## src/rtl/mem_access_stage.sv

```systemverilog
// MEM pipeline stage: drives the req/ack data-memory port and aligns/extends load data.
// Define MEM_MISALIGN_EXC_EN to turn misaligned accesses into bubbles that raise exc_misalign_o.
module mem_access_stage #(
  parameter int XLEN    = 32,
  parameter int RADDR_W = 5,
  parameter int F3_W    = 3
) (
  input  logic               clk_i,
  input  logic               rst_i,
  input  logic [XLEN-1:0]    alu_val_i,
  input  logic [RADDR_W-1:0] rd_addr_i,
  input  logic               rd_we_i,
  input  logic [XLEN-1:0]    rs2_val_i,
  input  logic               mem_re_i,
  input  logic               mem_we_i,
  input  logic [F3_W-1:0]    mem_mode_i,
  output logic               dmem_req_o,
  output logic               dmem_we_o,
  output logic [XLEN-1:0]    dmem_addr_o,
  output logic [3:0]         dmem_be_o,
  output logic [XLEN-1:0]    dmem_wdata_o,
  input  logic [XLEN-1:0]    dmem_rdata_i,
  input  logic               dmem_ack_i,
  output logic               stall_o,
  output logic [XLEN-1:0]    rd_val_o,
  output logic [RADDR_W-1:0] rd_addr_o,
  output logic               rd_we_o,
  output logic               exc_misalign_o
);

  localparam logic [1:0] IDLE = 2'd0;
  localparam logic [1:0] WAIT = 2'd1;
  localparam logic [1:0] DONE = 2'd2;

  logic [1:0]      state_q;
  logic [1:0]      state_d;
  logic [XLEN-1:0] ldata_q;
  logic [XLEN-1:0] load_val;
  logic [1:0]      lane;
  logic            access;
  logic            is_store;
  logic            is_byte;
  logic            is_half;
  logic            misaligned;
  logic            mis_exc;
  logic            req;
  logic [7:0]      byte_sel;
  logic [15:0]     half_sel;

  assign lane     = alu_val_i[1:0];
  assign access   = mem_re_i | mem_we_i;
  assign is_store = mem_we_i;

  // Stores only know funct3 000/001 as byte/half; loads also accept the unsigned 1xx forms.
  assign is_byte = (mem_mode_i[1:0] == 2'b00) && !(is_store && mem_mode_i[2]);
  assign is_half = (mem_mode_i[1:0] == 2'b01) && !(is_store && mem_mode_i[2]);

`ifdef MEM_MISALIGN_EXC_EN
  assign misaligned = (is_half && lane[0]) || (!is_byte && !is_half && (lane != 2'b00));
`else
  assign misaligned = 1'b0;
`endif

  assign mis_exc = !rst_i && (state_q == IDLE) && access && misaligned;
  assign req     = !rst_i && (((state_q == IDLE) && access && !misaligned) || (state_q == WAIT));

  always_comb begin
    state_d = state_q;
    case (state_q)
      IDLE: begin
        if (access && !misaligned) begin
          state_d = dmem_ack_i ? DONE : WAIT;
        end
      end
      WAIT: begin
        if (dmem_ack_i) begin
          state_d = DONE;
        end
      end
      DONE:    state_d = IDLE;
      default: state_d = IDLE;
    endcase
  end

  always_ff @(posedge clk_i) begin
    if (rst_i) begin
      state_q <= IDLE;
      ldata_q <= '0;
    end else begin
      state_q <= state_d;
      if (req && dmem_ack_i && !is_store) begin
        ldata_q <= load_val;
      end
    end
  end

  always_comb begin
    byte_sel = dmem_rdata_i[7:0];
    case (lane)
      2'd0:    byte_sel = dmem_rdata_i[7:0];
      2'd1:    byte_sel = dmem_rdata_i[15:8];
      2'd2:    byte_sel = dmem_rdata_i[23:16];
      default: byte_sel = dmem_rdata_i[31:24];
    endcase
    half_sel = lane[1] ? dmem_rdata_i[31:16] : dmem_rdata_i[15:0];
    if (is_byte) begin
      load_val = mem_mode_i[2] ? {24'b0, byte_sel} : {{24{byte_sel[7]}}, byte_sel};
    end else if (is_half) begin
      load_val = mem_mode_i[2] ? {16'b0, half_sel} : {{16{half_sel[15]}}, half_sel};
    end else begin
      load_val = dmem_rdata_i;
    end
  end

  always_comb begin
    dmem_be_o    = 4'b1111;
    dmem_wdata_o = rs2_val_i;
    if (is_store && is_byte) begin
      dmem_be_o    = 4'b0001 << lane;
      dmem_wdata_o = {4{rs2_val_i[7:0]}};
    end else if (is_store && is_half) begin
      dmem_be_o    = lane[1] ? 4'b1100 : 4'b0011;
      dmem_wdata_o = {2{rs2_val_i[15:0]}};
    end
  end

  assign dmem_req_o     = req;
  assign dmem_we_o      = mem_we_i;
  assign dmem_addr_o    = {alu_val_i[XLEN-1:2], 2'b00};
  assign stall_o        = req;
  assign exc_misalign_o = mis_exc;
  assign rd_addr_o      = rd_addr_i;

  // Only a plain IDLE pass-through or the DONE cycle of a load may write back.
  always_comb begin
    rd_val_o = alu_val_i;
    rd_we_o  = 1'b0;
    if (!rst_i && !req && !mis_exc) begin
      if (state_q == DONE) begin
        rd_val_o = is_store ? alu_val_i : ldata_q;
        rd_we_o  = rd_we_i & ~mem_we_i;
      end else if (state_q == IDLE && !access) begin
        rd_we_o = rd_we_i;
      end
    end
  end

endmodule

```

## config.mk

```make
export PLATFORM = sky130hd
export DESIGN_NAME = mem_access_stage
export DESIGN_NICKNAME = d
export VERILOG_FILES = /design/src/rtl/mem_access_stage.sv
export SDC_FILE = /design/constraint.sdc
export NUM_CORES = 1
export LEC_CHECK = 0
export CAP_MARGIN = 5
export CORE_UTILIZATION = 39
export CTS_CLUSTER_SIZE = 28
export DETAILED_ROUTE_END_ITERATION = 7
export PLACE_DENSITY = 0.88
export SKIP_LAST_GASP = 1
export SLEW_MARGIN = 40
export SYNTH_ARGS = -nofsm -noshare
export SYNTH_HDL_FRONTEND = slang
export SYNTH_SLANG_ARGS = --single-unit
```

## constraint.sdc

```tcl
create_clock -name clk_i -period 4 [get_ports clk_i]
set_input_delay 0.6 -clock clk_i [delete_from_list [all_inputs] [get_ports clk_i]]
set_output_delay 0.6 -clock clk_i [all_outputs]
set_load 0.05 [all_outputs]
```

==> results by group <==
Clock network
  • Clock transition at the registers of the reported paths: 80 ps
  • CTS tree: built
  • Htree depth: 2
  • Clock Tree Root: clkbuf_8
  • Clk_lat worst skew: 300 ps
  • Hold-fix buffers, CTS: 0
  • Worst-case clock buffer depth: 2
  • CTS Sinks: 34
  • Setup bufs post-CTS: 0
  • Cts repair resizes: 0
  • Total CTS buffers: 5

GRT
  • Largest net degree at the start of global routing: 37
  • Total congestion overflow: 0
  • Initial antenna violation count: 0
  • Gr usage total: 0.252
  • First-pass GRT wire length: 17.0 mm
  • Vias in the first global route: 3182

Hold path
  • HP Start: ldata_q[4]$_SDFFE_PP0P_
  • Hold WC Path Type: register to register
  • Hold path cells: 2
  • Hold endpoint: ldata_q[4]$_SDFFE_PP0P_

Worst setup path
  • RR Startpoint: state_q[1]$_SDFFE_PP0P_
  • R2R setup slack: 2140 ps
  • Crit path max fanout: 33
  • Worst reg2reg path endpoint: ldata_q[10]$_SDFFE_PP0P_
  • Crit start category: input port
  • Worst EP required: 3400 ps
  • Critical Path AT: 2890 ps
  • CP Class: input port to output pin
  • Path depth of the worst reg2reg path: 4
  • Crit. End Element: output pin

Logic synthesis
  • Post-Synthesis Cells: 352
  • Post-synth top flop: dfxtp_1
  • Synth Cell Area: 3200 um2
  • FF+latch count, synth: 34
  • Mean Syn Cell Area: 9.10 um2
  • Synth Warn #: 0
  • Asr flop ratio synth: 0
  • Post-synthesis cell type count: 40
  • Number of synthesized flops with an enable pin: 0
  • Sequential fraction of the synthesis area: 0.212

Routing
  • Max layer used: met4
  • ANT nets after route: 0
  • WL met2: 5.62 mm
  • Met3 WL: 745 um
  • DR iter-0 viols: 237
  • Drt pass-1 iters: 4
  • Via density: 5.54
  • Via Count: 3331
  • Avg WL per Cell: 18.5 um
  • Wl on met1: 4.51 mm
  • DRC errors left: 0
  • WL final: 11.1 mm

STA
  • Final worst path period share: 0.873
  • Final Hold Viols: 0
  • Final setup violation count: 0
  • Worst Clk Skew: 10.1 ps
  • Setup TNS: 0 ps
  • Hold slack: 505 ps
  • Shortest period the worst path allows: 3490 ps
  • Worst Tran Pin Value: 806 ps
  • Max_slew headroom: 0.461
  • Fmax: 286 MHz
  • RSZ-0062 raised after global routing: no
  • Slew Limit Fails: 0

Floorplanning
  • Die area: 8580 um2
  • Initial core utilization: 0.408
  • Core footprint: 7850 um2
  • Die W: 92.6 um
  • Die Ht: 92.6 um
  • Rows: 32
  • # IOs: 220

Cells and area
  • Most common cell after layout, fill and taps aside: clkdlybuf4s50_1
  • Post-route insts no fill: 601
  • Design Area, Final: 5040 um2
  • Final Util: 0.643
  • Most frequent cells in the layout: clkdlybuf4s50_1, nor2_1, mux2_2, dfxtp_1, a21oi_1
  • Final nets: 608
  • Diodes inserted: 0
  • Share of cells above drive strength 1: 0.226
  • Syn-to-layout area delta: 57.5%

Power and ir drop
  • Clock power share: 0.208
  • Power share of the sequential group: 0.277
  • Int Pwr: 770 uW
  • Switching part of the total power: 0.411
  • Combinational share of power: 0.515
  • VDD IR-drop max: 141 uV
  • P per Cell Area: 259 nW/um2
  • Sw Pwr: 537 uW
  • LEAKAGE: 1.85 nW

Job
  • Max-cap violations: 0

Status
  • Status: complete, no violations

Placement
  • Area after DPL: 4950 um2
  • Placed Cells: 593
  • IO buf count: 206
  • DP Wirelength: 8.29 mm
  • Final GP Congestion: 0.776
-- worst max-delay path, cell delays in order --
cell and delay [ps]:
clkdlybuf4s50_1 460, nor4b_4 290, buf_4 430, mux2_2 400
clkdlybuf4s50_1 710
-- worst max path at each step --
stage | startpoint | cells past startpoint | endpoint | slack, ps
2_1_floorplan | rst_i | 3 | stall_o | 1070
3_3_place_gp | mem_we_i | 5 | rd_val_o[20] | 590
3_5_place_dp | mem_we_i | 5 | rd_val_o[1] | 510
5_1_grt | mem_we_i | 5 | rd_val_o[1] | 430
6_report | mem_we_i | 5 | rd_val_o[1] | 510
4_1_cts | mem_we_i | 5 | rd_val_o[1] | 500
-- layer usage --
metal / vias to the layer above / GRT usage
met5: - / 0
met4: 0 / 0.0692
met3: 22 / 0.0484
met2: 159 / 0.432
met1: 1605 / 0.321
li1: 1545 / -
-- area by class of cell --
type	instances	area, um2
inverter	2	7.51
multi-input combinational	240	1980
clock inverter	1	5.00
clock buffer	7	86.3
fill	671	2800
timing repair buffer	215	2150
sequential	34	681
tap	102	128
-- sequential cells by signal, summed over array words and instances (netlist names) --
register  flops
ldata_q      32
state_q       2
-- Yosys cell counts (2+ instances only) --
master | count | share of area
a211oi_1 | 15 | 0.035
a211oi_2 | 10 | 0.039
a21oi_1 | 31 | 0.048
a21oi_2 | 2 | 0.0055
a221oi_1 | 4 | 0.011
a221oi_2 | 4 | 0.019
a311oi_1 | 7 | 0.019
a32oi_1 | 8 | 0.022
and2_1 | 4 | 0.0078
and3_1 | 8 | 0.016
buf_2 | 13 | 0.020
buf_4 | 53 | 0.12
buf_6 | 5 | 0.018
clkbuf_1 | 7 | 0.0082
dfxtp_1 | 34 | 0.21
inv_1 | 2 | 0.0023
mux2_1 | 11 | 0.039
mux2_2 | 36 | 0.13
mux2i_1 | 8 | 0.025
mux4_2 | 7 | 0.049
nand2_1 | 12 | 0.014
nor2_1 | 43 | 0.050
nor3_1 | 3 | 0.0047
nor4_1 | 2 | 0.0039
nor4b_4 | 2 | 0.015
o21ai_0 | 7 | 0.011
-- power groups by stage --
stage               sequential, mW  clock, mW  combinational [mW]
finish                       0.362      0.272               0.674
global route                 0.364      0.288               0.702
CTS                          0.362      0.274               0.673
detailed placement           0.370          0               0.670
global placement             0.369          0               0.660
floorplan                    0.366          0               0.443
-- through the flow --
step           worst slack [ps]  power (mW)
3_3_place_gp                588        1.03
3_5_place_dp                511        1.04
4_1_cts                     503        1.31
6_report                    508        1.31
5_1_grt                     427        1.35
2_1_floorplan              1070       0.808
-- kinds of logic (layout without fill, tap and decap cells) --
kind of cell	Yosys count	count (layout)	synth area share
AOI/OAI and AO/OA	95	95	0.236
DFF	34	34	0.212
muxes	63	63	0.248
and+or+nand+nor	79	79	0.130
other	1	3	0.00117
buffers and inverters	80	225	0.173
Power figures use the tool's default switching activity.
